**config.mk**
```make
export PLATFORM = sky130hd
export DESIGN_NAME = mem_port_arbiter_flat
export DESIGN_NICKNAME = d
export VERILOG_FILES = /design/src/rtl/mem_port_arbiter_if.sv /design/src/rtl/mem_port_arbiter.sv /design/src/flat_wrapper.sv
export SDC_FILE = /design/constraint.sdc
export NUM_CORES = 1
export LEC_CHECK = 0
export ABC_CLOCK_PERIOD_IN_PS = 2300
export BUFFER_PORTS_ARGS = -buffer_cell sky130_fd_sc_hd__buf_2
export CAP_MARGIN = 0
export CORE_MARGIN = 4
export CORE_UTILIZATION = 46
export CTS_BUF_LIST = sky130_fd_sc_hd__clkbuf_16
export CTS_CLUSTER_DIAMETER = 80
export DETAILED_ROUTE_END_ITERATION = 6
export GPL_ROUTABILITY_DRIVEN = 0
export PLACE_DENSITY = 0.78
export SETUP_SLACK_MARGIN = 0.02
export SYNTH_ARGS = -nofsm -noshare
export SYNTH_HDL_FRONTEND = slang
export SYNTH_SLANG_ARGS = --single-unit
```
**constraint.sdc**
```tcl
create_clock -name clk -period 2.3 [get_ports clk]
set_clock_uncertainty 0.15 [all_clocks]
set_input_delay 0.46 -clock clk [delete_from_list [all_inputs] [get_ports clk]]
set_output_delay 0.46 -clock clk [all_outputs]
set_load 0.02 [all_outputs]
```
**src/rtl/mem_port_arbiter_if.sv**
```systemverilog
// Bundle of the IF/LSU request-done handshakes and the memory req/ready bus.
// slave modport: arbiter view; master modport: requesters + memory view.
// No storage of its own; timing is set entirely by the arbiter.
interface mem_port_arbiter_if #(
  parameter int ADDR_W = 32,
  parameter int DATA_W = 32
);
  logic              if_req;
  logic [ADDR_W-1:0] if_addr;
  logic              if_done;
  logic [DATA_W-1:0] if_rdata;
  logic              lsu_req;
  logic              lsu_we;
  logic [ADDR_W-1:0] lsu_addr;
  logic [DATA_W-1:0] lsu_wdata;
  logic [2:0]        lsu_width;
  logic              lsu_done;
  logic [DATA_W-1:0] lsu_rdata;
  logic              mem_req;
  logic              mem_we;
  logic [ADDR_W-1:0] mem_addr;
  logic [DATA_W-1:0] mem_wdata;
  logic [2:0]        mem_width;
  logic              mem_ready;
  logic [DATA_W-1:0] mem_rdata;
  logic              busy;

  modport slave (
    input  if_req, if_addr, lsu_req, lsu_we, lsu_addr, lsu_wdata, lsu_width,
           mem_ready, mem_rdata,
    output if_done, if_rdata, lsu_done, lsu_rdata,
           mem_req, mem_we, mem_addr, mem_wdata, mem_width, busy
  );

  modport master (
    output if_req, if_addr, lsu_req, lsu_we, lsu_addr, lsu_wdata, lsu_width,
           mem_ready, mem_rdata,
    input  if_done, if_rdata, lsu_done, lsu_rdata,
           mem_req, mem_we, mem_addr, mem_wdata, mem_width, busy
  );
endinterface

```
**src/rtl/mem_port_arbiter.sv**
```systemverilog
// Shares one single-port memory between instruction fetch and the LSU (LSU priority, IF anti-starvation).
// Latency: req sampled cycle 0, mem_req cycle 1, ready cycle k, done cycle k+1; one transaction per 3 cycles at best.
// Backpressure: requests wait while busy; memory stalls by holding mem_ready low. Optional stats via MEM_ARB_STATS_EN.
module mem_port_arbiter #(
  parameter int ADDR_W   = 32,
  parameter int DATA_W   = 32,
  parameter int MAX_WAIT = 4
) (
  input  logic clk,
  input  logic rst,
  mem_port_arbiter_if.slave bus
`ifdef MEM_ARB_STATS_EN
  ,
  output logic [31:0] if_grant_cnt,
  output logic [31:0] lsu_grant_cnt,
  output logic [31:0] if_stall_cnt
`endif
);

  typedef enum logic [1:0] {IDLE, MEM_IF, MEM_LSU, RESP} state_t;

  localparam logic [3:0] MAX_WAIT_C = 4'(MAX_WAIT);

  state_t            state;
  state_t            state_next;
  logic              grant_if;
  logic              grant_lsu;
  logic              mem_done;
  logic              resp_lsu;
  logic [3:0]        wait_cnt;
  logic              mem_we_q;
  logic [ADDR_W-1:0] mem_addr_q;
  logic [DATA_W-1:0] mem_wdata_q;
  logic [2:0]        mem_width_q;
  logic [DATA_W-1:0] if_rdata_q;
  logic [DATA_W-1:0] lsu_rdata_q;

  // State register.
  always_ff @(posedge clk) begin
    if (rst) begin
      state <= IDLE;
    end else begin
      state <= state_next;
    end
  end

  // Next state and grant choice: LSU wins unless IF has already waited MAX_WAIT LSU grants.
  always_comb begin
    state_next = state;
    grant_if   = 1'b0;
    grant_lsu  = 1'b0;
    mem_done   = 1'b0;
    case (state)
      IDLE: begin
        if (bus.lsu_req && (!bus.if_req || (wait_cnt < MAX_WAIT_C))) begin
          grant_lsu  = 1'b1;
          state_next = MEM_LSU;
        end else if (bus.if_req) begin
          grant_if   = 1'b1;
          state_next = MEM_IF;
        end
      end
      MEM_IF, MEM_LSU: begin
        if (bus.mem_ready) begin
          mem_done   = 1'b1;
          state_next = RESP;
        end
      end
      RESP:    state_next = IDLE;
      default: state_next = IDLE;
    endcase
  end

  // Latch the winner's attributes on grant, track IF waiting, capture read data on completion.
  always_ff @(posedge clk) begin
    if (rst) begin
      mem_we_q    <= 1'b0;
      mem_addr_q  <= '0;
      mem_wdata_q <= '0;
      mem_width_q <= 3'b000;
      resp_lsu    <= 1'b0;
      wait_cnt    <= 4'd0;
      if_rdata_q  <= '0;
      lsu_rdata_q <= '0;
    end else begin
      if (grant_lsu) begin
        mem_we_q    <= bus.lsu_we;
        mem_addr_q  <= bus.lsu_addr;
        mem_wdata_q <= bus.lsu_wdata;
        mem_width_q <= bus.lsu_width;
        resp_lsu    <= 1'b1;
        if (!bus.if_req) begin
          wait_cnt <= 4'd0;
        end else if (wait_cnt != MAX_WAIT_C) begin
          wait_cnt <= wait_cnt + 4'd1;
        end
      end else if (grant_if) begin
        mem_we_q    <= 1'b0;
        mem_addr_q  <= bus.if_addr;
        mem_wdata_q <= '0;
        mem_width_q <= 3'b010;
        resp_lsu    <= 1'b0;
        wait_cnt    <= 4'd0;
      end
      // Stores complete without touching lsu_rdata.
      if (mem_done && (state == MEM_IF)) begin
        if_rdata_q <= bus.mem_rdata;
      end
      if (mem_done && (state == MEM_LSU) && !mem_we_q) begin
        lsu_rdata_q <= bus.mem_rdata;
      end
    end
  end

`ifdef MEM_ARB_STATS_EN
  // Wrapping grant and IF stall counters.
  always_ff @(posedge clk) begin
    if (rst) begin
      if_grant_cnt  <= 32'd0;
      lsu_grant_cnt <= 32'd0;
      if_stall_cnt  <= 32'd0;
    end else begin
      if (grant_if) begin
        if_grant_cnt <= if_grant_cnt + 32'd1;
      end
      if (grant_lsu) begin
        lsu_grant_cnt <= lsu_grant_cnt + 32'd1;
      end
      if (bus.if_req && !bus.if_done) begin
        if_stall_cnt <= if_stall_cnt + 32'd1;
      end
    end
  end
`endif

  // mem_req is a pure decode of the MEM states, so it can never be high in IDLE or RESP.
  assign bus.mem_req   = (state == MEM_IF) || (state == MEM_LSU);
  assign bus.mem_we    = mem_we_q;
  assign bus.mem_addr  = mem_addr_q;
  assign bus.mem_wdata = mem_wdata_q;
  assign bus.mem_width = mem_width_q;
  assign bus.if_done   = (state == RESP) && !resp_lsu;
  assign bus.lsu_done  = (state == RESP) && resp_lsu;
  assign bus.if_rdata  = if_rdata_q;
  assign bus.lsu_rdata = lsu_rdata_q;
  assign bus.busy      = (state != IDLE);

endmodule

```
**src/flat_wrapper.sv**
```systemverilog
// flat-port wrapper written by rule: the top's interface ports become plain ports
module mem_port_arbiter_flat 
#(
  parameter int ADDR_W   = 32,
  parameter int DATA_W   = 32,
  parameter int MAX_WAIT = 4
)
  (clk, rst, bus_if_req, bus_if_addr, bus_lsu_req, bus_lsu_we, bus_lsu_addr, bus_lsu_wdata, bus_lsu_width, bus_mem_ready, bus_mem_rdata, bus_if_done, bus_if_rdata, bus_lsu_done, bus_lsu_rdata, bus_mem_req, bus_mem_we, bus_mem_addr, bus_mem_wdata, bus_mem_width, bus_busy);
  mem_port_arbiter_if #(.ADDR_W(ADDR_W), .DATA_W(DATA_W)) bus_i ();
  input  logic clk;
  input  logic rst;
  input wire logic [$bits(bus_i.if_req)-1:0] bus_if_req;
  input wire logic [$bits(bus_i.if_addr)-1:0] bus_if_addr;
  input wire logic [$bits(bus_i.lsu_req)-1:0] bus_lsu_req;
  input wire logic [$bits(bus_i.lsu_we)-1:0] bus_lsu_we;
  input wire logic [$bits(bus_i.lsu_addr)-1:0] bus_lsu_addr;
  input wire logic [$bits(bus_i.lsu_wdata)-1:0] bus_lsu_wdata;
  input wire logic [$bits(bus_i.lsu_width)-1:0] bus_lsu_width;
  input wire logic [$bits(bus_i.mem_ready)-1:0] bus_mem_ready;
  input wire logic [$bits(bus_i.mem_rdata)-1:0] bus_mem_rdata;
  output wire logic [$bits(bus_i.if_done)-1:0] bus_if_done;
  output wire logic [$bits(bus_i.if_rdata)-1:0] bus_if_rdata;
  output wire logic [$bits(bus_i.lsu_done)-1:0] bus_lsu_done;
  output wire logic [$bits(bus_i.lsu_rdata)-1:0] bus_lsu_rdata;
  output wire logic [$bits(bus_i.mem_req)-1:0] bus_mem_req;
  output wire logic [$bits(bus_i.mem_we)-1:0] bus_mem_we;
  output wire logic [$bits(bus_i.mem_addr)-1:0] bus_mem_addr;
  output wire logic [$bits(bus_i.mem_wdata)-1:0] bus_mem_wdata;
  output wire logic [$bits(bus_i.mem_width)-1:0] bus_mem_width;
  output wire logic [$bits(bus_i.busy)-1:0] bus_busy;
  assign bus_i.if_req = bus_if_req;
  assign bus_i.if_addr = bus_if_addr;
  assign bus_i.lsu_req = bus_lsu_req;
  assign bus_i.lsu_we = bus_lsu_we;
  assign bus_i.lsu_addr = bus_lsu_addr;
  assign bus_i.lsu_wdata = bus_lsu_wdata;
  assign bus_i.lsu_width = bus_lsu_width;
  assign bus_i.mem_ready = bus_mem_ready;
  assign bus_i.mem_rdata = bus_mem_rdata;
  assign bus_if_done = bus_i.if_done;
  assign bus_if_rdata = bus_i.if_rdata;
  assign bus_lsu_done = bus_i.lsu_done;
  assign bus_lsu_rdata = bus_i.lsu_rdata;
  assign bus_mem_req = bus_i.mem_req;
  assign bus_mem_we = bus_i.mem_we;
  assign bus_mem_addr = bus_i.mem_addr;
  assign bus_mem_wdata = bus_i.mem_wdata;
  assign bus_mem_width = bus_i.mem_width;
  assign bus_busy = bus_i.busy;
  mem_port_arbiter #(.ADDR_W(ADDR_W), .DATA_W(DATA_W), .MAX_WAIT(MAX_WAIT)) u_core (.clk(clk), .rst(rst), .bus(bus_i));
endmodule
```
==> results of run 1 <==
-- flip-flops by register name (all words and copies together), names as in the netlist --
register and flops:
u_core.wait_cnt 4, u_core.resp_lsu 1, u_core.bus.mem_width 3, u_core.bus.mem_we 1
u_core.bus.mem_addr 32, u_core.bus.mem_wdata 32, u_core.bus.if_rdata 32, u_core.bus.lsu_rdata 32
u_core.state 2
-- cells in the mapped netlist (all sizes together) --
library cell / count
dfxtp: 139
nand2: 133
a21oi: 69
nor2: 65
o21ai: 39
buf: 38
a32oi: 35
nand4: 34
a311oi: 29
clkbuf: 28
ha: 7
inv: 7
a31oi: 4
and3: 3
a311o: 2
and2: 2
nor2b: 2
o21a: 2
a21boi: 1
and4b: 1
mux2i: 1
nand3: 1
nand4b: 1
nor3: 1
nor3b: 1
o221a: 1
-- cells in the final DEF (no fill, tap or decap), types with 2 or more instances in the layout --
cell,count
a21oi_1,69
a311o_1,2
a311oi_1,29
a31oi_1,4
a32oi_1,35
and3_1,3
buf_12,8
buf_2,271
buf_4,13
clkbuf_16,17
clkinv_1,3
clkinv_2,4
dfxtp_1,139
ha_1,7
inv_1,11
nand2_1,133
nand4_1,34
nor2_1,65
nor2b_1,2
o21a_2,2
o21ai_0,33
o21ai_1,4
-- metal layers --
layer	vias to the layer above	track usage, %	wire length (µm)
li1	2785	-	-
met1	2648	30.3	7150
met2	232	37.6	8160
met3	27	7.16	1330
met4	0	8.28	346
met5	-	0	0
-- cell families (layout without fill, tap and decap cells) --
family	count (synthesis)	count (layout)	synth area share [%]
flops	139	139	50.5
buf+inv	73	330	7.17
compound gates	182	182	21.7
mux	1	1	0.182
fa+ha+maj	7	7	1.59
simple gates	244	244	18.8
-- power groups by stage --
stage	Sequential [W]	Combinational [W]	Clock (W)
after floorplan	0.00347	0.00133	0
after global placement	0.00303	0.00260	0
after detailed placement	0.00304	0.00262	0
after CTS	0.00300	0.00263	0.00245
after global routing	0.00304	0.00286	0.00257
final	0.00300	0.00262	0.00240
-- critical path, stage by stage (launching register included) --
cell and delay, ps:
dfxtp_1 380, inv_1 100, ha_1 260, buf_12 190
inv_1 60, buf_2 160
-- layout make-up --
| type | count | area (µm²) |
|---|---|---|
| fill | 1020 | 4110 |
| multi-input combinational | 434 | 2330 |
| inverter | 7 | 26.3 |
| clock inverter | 14 | 92.6 |
| clock buffer | 17 | 425 |
| tap | 143 | 179 |
| timing repair buffer | 292 | 1610 |
| sequential | 139 | 2780 |
-- final timing paths --
check | endpoint | slack [ps] | start
setup / recovery | bus_busy | 130 | u_core.state[0]
hold / removal | u_core.bus.lsu_rdata[17] | 150 | bus_mem_rdata[17]
hold reg to reg | u_core.bus.lsu_rdata[8] | 300 | u_core.bus.lsu_rdata[8]
setup reg to reg | u_core.state[1] | 400 | u_core.state[0]
-- stage by stage --
| stage | hold WS [ps] | utilization (%) | cells | cell area, µm² |
|---|---|---|---|---|
| 4_1_cts | 130 | 64.4 | 1046 | 7450 |
| 5_1_grt | 128 | 64.4 | 1046 | 7450 |
| 6_report | 146 | 64.4 | 1046 | 7450 |
| 3_5_place_dp | 294 | 60.0 | 1015 | 6940 |
| 2_1_floorplan | 295 | - | 646 | 5510 |
| 3_3_place_gp | 288 | 60.0 | 1015 | 6940 |
==> reports/qor.yml, run 1 <==
grt_first_pass_wirelength_um: 26900
antenna_cells: 0
worst_pin_slew_ps: 527
path_clk_slew_ps: 50
yosysWarnings: 0
grt_pass1_vias: 5263
yosysUniqueCellTypes: 34
cap_violations: 0
syn_inst: 646
ir_drop_mv: 0.581
leakagePower_nw: 3.36
start_util_pct: 47.7
end_kind: "output port"
min_period_ps: 2170
critical_path_class: "flop to output port"
status: "completed"
grt.overflow.total: 0
synth-seq-area-share_pct: 50.5
worstPathArrival_ps: 1560
layout-drive-gt1-share_pct: 35.7
slew_headroom_pct: 64.8
dpl.hpwl_um: 11900
finalPower_w: 0.00802
grt_max_degree: 76
syn_area_per_cell_um2: 8.53
ctsHoldBuffers: 0
cts_buffers: 17
rsz0062_at_grt: "no"
rows: 39
area_delta_synth_final_pct: 35.2
nNetsFinal: 1035
die-area_um2: 13800
portBuffers: 272
synth_top_cell_area_share_pct: 50.5
clockRootBuffer: "clkbuf_16"
reg2reg_depth: 6
fin_crit_sh_pct: 94.3
switching_share_pct: 35.2
clock_latency_ps: 410
io_pins: 273
place_ws_ps: 419
synth_nets: 790
holdPathStages: 3
drt_iter0_markers: 493
setup_viol: 0
start_kind: "flop"
vias_per_cell: 5.44
hold_violations: 0
required_ps: 1690
die_x_um: 117
finalMaxSlewViolations: 0
setup_tns_ps: 0
htreeDepth: 4
detail-route-antenna-nets: 0
cts_buffer_depth: 2
p_comb_share_pct: 32.7
cts_tree: "yes"
dr.pass1.iters: 5
synth_area_leaders: "dfxtp_1 (50%), nand2_1 (9.1%), a21oi_1 (6.3%), a32oi_1 (5.6%), a311oi_1 (4.6%)"
wl_per_cell_um: 16.2
syn-cell-area_um2: 5510
ys_ff_latch: 139
num_vias: 5692
cts_sinks: 139
clkPwrFrac_pct: 29.9
wirelength_um: 17000
cp_max_fo: 37
power.internal_w: 0.00520
cts_setup_buffers: 0
power_frac_seq_pct: 37.4
grt.total_usage_pct: 23.6
coreArea_um2: 11600
cts_resized: 0
fp.dieH_um: 117
remaining_drc_errors: 0
power_density_nw_per_um2: 1080
max_freq_mhz: 461
p_sw_w: 0.00282
synth_area_leader_cell: "dfxtp_1"
hp-class: "primary input to flop"
setup_ws_ps: 131
antenna_found_initial: 0
Power figures use the tool's default switching activity.
==> inputs of run 2 (changes only) <==
--- a/config.mk
+++ b/config.mk
@@ -5,17 +5,17 @@
 export SDC_FILE = /design/constraint.sdc
 export NUM_CORES = 1
 export LEC_CHECK = 0
-export ABC_CLOCK_PERIOD_IN_PS = 2300
+export ABC_CLOCK_PERIOD_IN_PS = 2600
 export BUFFER_PORTS_ARGS = -buffer_cell sky130_fd_sc_hd__buf_2
 export CAP_MARGIN = 0
 export CORE_MARGIN = 4
-export CORE_UTILIZATION = 46
+export CORE_UTILIZATION = 49
 export CTS_BUF_LIST = sky130_fd_sc_hd__clkbuf_16
 export CTS_CLUSTER_DIAMETER = 80
 export DETAILED_ROUTE_END_ITERATION = 6
 export GPL_ROUTABILITY_DRIVEN = 0
-export PLACE_DENSITY = 0.78
-export SETUP_SLACK_MARGIN = 0.02
+export PLACE_DENSITY = 0.83
+export SETUP_SLACK_MARGIN = 0.15
 export SYNTH_ARGS = -nofsm -noshare
 export SYNTH_HDL_FRONTEND = slang
 export SYNTH_SLANG_ARGS = --single-unit
==> constraint.sdc (replaced) <==
create_clock -name clk -period 2.6 [get_ports clk]
set_clock_uncertainty 0.15 [all_clocks]
set_input_delay 0.52 -clock clk [delete_from_list [all_inputs] [get_ports clk]]
set_output_delay 0.52 -clock clk [all_outputs]
set_load 0.02 [all_outputs]
==> reports/qor.yml, run 2 (synthesized netlist as in run 1, its figures left out) <==
status: "completed"
path_buf_inv: 3  # -1
worst_pin_slew_ps: 1090  # +561 ps
crit_family: "adder cells"
hold_violations: 0  # unchanged
area_delta_synth_final_pct: 34.3
hp-class: "primary input to flop"
remaining_drc_errors: 0  # unchanged
path_clk_slew_ps: 60  # about the same
fin_crit_sh_pct: 87.0
cts_buffers: 17  # unchanged
r2r-end: "u_core.bus.mem_wdata[20]"
critPathMaxStageDelay_ps: 440  # +60 ps
required_ps: 1930  # +240 ps
rrSetupSlack_ps: 500  # +100 ps
dpl.hpwl_um: 11600  # -2.8%
worst_path_max_delay_cell: "ha_1"
critical_path_class: "flop to output port"
io_pins: 273  # unchanged
holdPathStages: 3  # unchanged
layout_commonest_cell: "buf_2"
fillerInstances: 939  # -7.9%
layout-drive-gt1-share_pct: 35.8  # +0.12 points
place_ws_ps: 541  # +122 ps
power_density_nw_per_um2: 975  # -9.4%
grt_pass1_vias: 5397  # +2.5%
grt.overflow.total: 0  # unchanged
cts_tree: "yes"
cts_resized: 0  # unchanged
ir_drop_mv: 0.687  # +18%
post-route-util_pct: 67.7  # +3.3 points
detail-route-antenna-nets: 0  # unchanged
layout_common_cells: "buf_2 (271), dfxtp_1 (139), nand2_1 (133)"
setup_viol: 0  # unchanged
setup_ws_ps: 338  # +207 ps
end_kind: "output port"
rows: 38  # -2.6%
htreeDepth: 4  # unchanged
min_period_ps: 2260
hp-start: "bus_mem_rdata[4]"
grt_max_degree: 68  # -11%
clock_latency_ps: 420  # about the same
cap_violations: 0  # unchanged
cts_buffer_depth: 2  # unchanged
wl_per_cell_um: 16.1  # -0.60%
path_common_cell: "inv_1"
die_x_um: 114  # -2.9%
setup_tns_ps: 0  # unchanged
grt.total_usage_pct: 25.3  # +1.7 points
num_vias: 5844  # +2.7%
antenna_found_initial: 0  # unchanged
max_freq_mhz: 442
reg2reg_depth: 4  # -2
cts_sinks: 139  # unchanged
clockRootBuffer: "clkbuf_16"
coreArea_um2: 10900  # -5.4%
slew_headroom_pct: 27.2  # -38 points
cts_setup_buffers: 0  # unchanged
dr.pass1.iters: 5  # unchanged
rsz0062_at_grt: "no"
r2r_start: "u_core.wait_cnt[3]"
leakagePower_nw: 3.35  # -0.51%
fp.dieH_um: 114  # -2.9%
whs_endpoint: "u_core.bus.lsu_rdata[4]"
wirelength_um: 16800  # -1.2%
drt_iter0_markers: 579  # +17%
grt_first_pass_wirelength_um: 26300  # -2.0%
cp_max_fo: 12  # -68%
start_kind: "flop"
portBuffers: 272  # unchanged
antenna_cells: 0  # unchanged
die-area_um2: 13000  # -5.7%
vias_per_cell: 5.62  # +3.3%
worstPathArrival_ps: 1590  # +30 ps
finalMaxSlewViolations: 0  # unchanged
ctsHoldBuffers: 0  # unchanged
nNetsFinal: 1033  # -0.19%
startpoint: "u_core.state[0]"
crit_chain: "inv_1 -> ha_1 -> inv_1 -> buf_2"
start_util_pct: 50.4  # +2.7 points
run 2: cell types whose count changed in the layout (fill, tap and decap cells not counted), sizes merged:
cell / delta
bufinv: +2
clkinv: -2
buf: -2
inv: -1
run 2: power breakdown:
part / switching [W] / internal (W) / total, W / leakage (nW)
clock network: 0.000859 / 0.00147 / 0.00233 / 0.289
registers: 0.000168 / 0.00247 / 0.00264 / 1.13
logic: 0.00146 / 0.000790 / 0.00225 / 1.92
run 2: how the worst max path moves through the flow:
stage	cells past startpoint	slack, ps	end
2_1_floorplan	5	790	bus_busy
3_3_place_gp	4	610	u_core.bus.mem_width[2]
3_5_place_dp	4	540	u_core.bus.mem_wdata[13]
4_1_cts	4	310	bus_busy
5_1_grt	4	220	bus_busy
6_report	4	340	bus_busy
run 2: worst reg2reg max path, stage by stage, from the launching register on:
cell	delay [ps]
dfxtp_1	350
o21ai_4	860
buf_4	420
a32oi_1	150
nor2_1	100
run 2: layout make-up:
cell class,instances,area [µm²],area share [%]
sequential,139,2780,37.6
multi-input combinational,434,2330,31.5
timing repair buffer,290,1520,20.6
clock buffer,17,425,5.75
tap,140,175,2.37
clock inverter,13,138,1.86
inverter,7,26.3,0.355
run 2: through the flow:
step | area [µm²] | total power [W] | hold WS [ps] | cells
final | 7400 | 0.00722 | 198 | 1040
after global routing | 7400 | 0.00759 | 192 | 1040
after global placement | 6840 | 0.00489 | 288 | 1010
after CTS | 7400 | 0.00726 | 182 | 1040
after floorplan | 5510 | 0.00424 | 295 | 646
after detailed placement | 6840 | 0.00493 | 293 | 1010
run 2: routing by layer:
layer | vias to the layer above | track usage (%) | part of all wire, % | wire length [µm]
li1 | 2776 | - | - | -
met1 | 2711 | 30.8 | 39 | 6560
met2 | 309 | 40.1 | 48 | 8100
met3 | 48 | 7.93 | 9.3 | 1550
met4 | 0 | 12.9 | 3.4 | 576
met5 | - | 0 | 0 | 0
==> inputs of run 3 (changes only) <==
--- a/config.mk
+++ b/config.mk
@@ -14,6 +14,7 @@
 export CTS_CLUSTER_DIAMETER = 80
 export DETAILED_ROUTE_END_ITERATION = 6
 export GPL_ROUTABILITY_DRIVEN = 0
+export GPL_TIMING_DRIVEN = 0
 export PLACE_DENSITY = 0.83
 export SETUP_SLACK_MARGIN = 0.15
 export SYNTH_ARGS = -nofsm -noshare
==> reports/qor.yml, run 3 (synthesized netlist as in run 1, its figures left out) <==
status: "completed"
p_comb_share_pct: 31.9  # +0.7 points
hp-start: "bus_mem_rdata[15]"
grt_first_pass_wirelength_um: 27600  # +5.0%
ir_drop_mv: 0.574  # -16%
nNetsFinal: 1078  # +4.4%
area_delta_synth_final_pct: 38.3
detail-route-antenna-nets: 0  # unchanged
holdPathStages: 3  # unchanged
top_usage_layer: "met2"
grt.total_usage_pct: 26.6  # +1.3 points
die-area_um2: 13000  # unchanged
post-route-util_pct: 69.7  # +2.0 points
switching_share_pct: 34.2  # -0.24 points
slew_headroom_pct: 64.9  # +38 points
clkPwrFrac_pct: 32.5  # +0.2 points
layout-drive-gt1-share_pct: 35.8  # +0.057 points
cap_violations: 0  # unchanged
remaining_drc_errors: 0  # unchanged
fillerInstances: 939  # unchanged
cts_resized: 0  # unchanged
vias_per_cell: 5.50  # -2.2%
setup_tns_ps: 0  # unchanged
fp.dieH_um: 114  # unchanged
rrSetupSlack_ps: 500  # about the same
cts_buffers: 17  # unchanged
clock_latency_ps: 410  # about the same
grt_max_degree: 20  # -71%
die_x_um: 114  # unchanged
portBuffers: 270  # -0.74%
setup_ws_ps: 334  # -3.71 ps
cp_max_fo: 19  # +7
grt_pass1_vias: 5578  # +3.4%
grt.overflow.total: 0  # unchanged
cts_sinks: 139  # unchanged
rows: 38  # unchanged
end_kind: "output port"
cts_tree: "yes"
fin_crit_sh_pct: 87.2  # +0.14 points
worst_pin_slew_ps: 527  # -560 ps
finalMaxSlewViolations: 0  # unchanged
r2r-end: "u_core.bus.mem_addr[26]"
layout_commonest_cell: "buf_2"
dpl.hpwl_um: 13200  # +13%
io_pins: 273  # unchanged
hold_ws_ps: 202  # +3.84 ps
required_ps: 1930  # about the same
worstPathArrival_ps: 1600  # about the same
place_ws_ps: 431  # -110 ps
p_sw_w: 0.00254  # +2.2%
critical_path_class: "flop to output port"
min_period_ps: 2270  # +3.71 ps
start_kind: "flop"
clockRootBuffer: "clkbuf_16"
power_density_nw_per_um2: 975  # about the same
setup_viol: 0  # unchanged
htreeDepth: 4  # unchanged
r2r_start: "u_core.state[0]"
start_util_pct: 50.4  # unchanged
dr.pass1.iters: 5  # unchanged
drt_iter0_markers: 517  # -11%
grtUsageMet3_pct: 6.71  # -1.2 points
hp-class: "primary input to flop"
num_vias: 5974  # +2.2%
met2_usage_pct: 42.1  # +2.0 points
wl_per_cell_um: 16.3  # +1.3%
whs_endpoint: "u_core.bus.lsu_rdata[15]"
cts_setup_buffers: 0  # unchanged
gr-usage-met1_pct: 33.4  # +2.6 points
power.internal_w: 0.00489  # +3.3%
reg2reg_depth: 6  # +2
max_freq_mhz: 441  # -0.16%
cts_buffer_depth: 2  # unchanged
rsz0062_at_grt: "no"
wirelength_um: 17800  # +5.9%
power_frac_seq_pct: 35.6  # -1.0 points
coreArea_um2: 10900  # unchanged
path_clk_slew_ps: 50  # about the same
startpoint: "u_core.state[0]"
antenna_found_initial: 1  # +1
ctsHoldBuffers: 0  # unchanged
hold_violations: 0  # unchanged
leakagePower_nw: 3.47  # +3.8%
layout_common_cells: "buf_2 (290), dfxtp_1 (139), nand2_1 (133)"
-- run 3: through the flow --
stage / cell area (µm²) / power (W) / std cells
after floorplan: 5510 / 0.00424 / 646
after global placement: 7040 / 0.00501 / 1056
after detailed placement: 7040 / 0.00504 / 1056
after CTS: 7620 / 0.00745 / 1086
after global routing: 7620 / 0.00781 / 1087
final: 7620 / 0.00743 / 1087
-- run 3: worst max path at each step --
stage	endpoint	slack [ps]
after floorplan	bus_busy	790
after global placement	bus_busy	440
after detailed placement	bus_busy	430
after CTS	bus_busy	320
after global routing	bus_busy	190
final	bus_busy	330
-- run 3: per-layer routing --
layer	routed length (µm)	part of all wire, %
met1	7200	41
met2	8400	47
met3	1470	8.3
met4	709	4.0
met5	0	0
-- run 3: worst max-delay path, stage by stage (launching register included) --
cell and delay (ps):
dfxtp_1 380, inv_1 100, ha_1 250, buf_4 220
inv_1 70, buf_2 160
-- run 3: power by group through the flow --
stage          Clock (W)  Combinational [W]  Sequential, W
6_report         0.00242            0.00237        0.00265
5_1_grt          0.00255            0.00258        0.00269
4_1_cts          0.00244            0.00237        0.00264
3_5_place_dp           0            0.00236        0.00268
3_3_place_gp           0            0.00234        0.00267
2_1_floorplan          0            0.00118        0.00307
-- run 3: layout make-up --
| type | instances | area [µm²] | share of cell area, % |
|---|---|---|---|
| flip-flops and latches | 139 | 2780 | 36.5 |
| multi-input cells | 434 | 2330 | 30.6 |
| repair buffers | 270 | 1350 | 17.7 |
| clock buffers | 17 | 425 | 5.58 |
| plain buffers | 65 | 365 | 4.79 |
| well taps | 140 | 175 | 2.30 |
| clock inverters | 14 | 161 | 2.12 |
| inverters | 7 | 26.3 | 0.345 |
| diodes | 1 | 2.50 | 0.0328 |
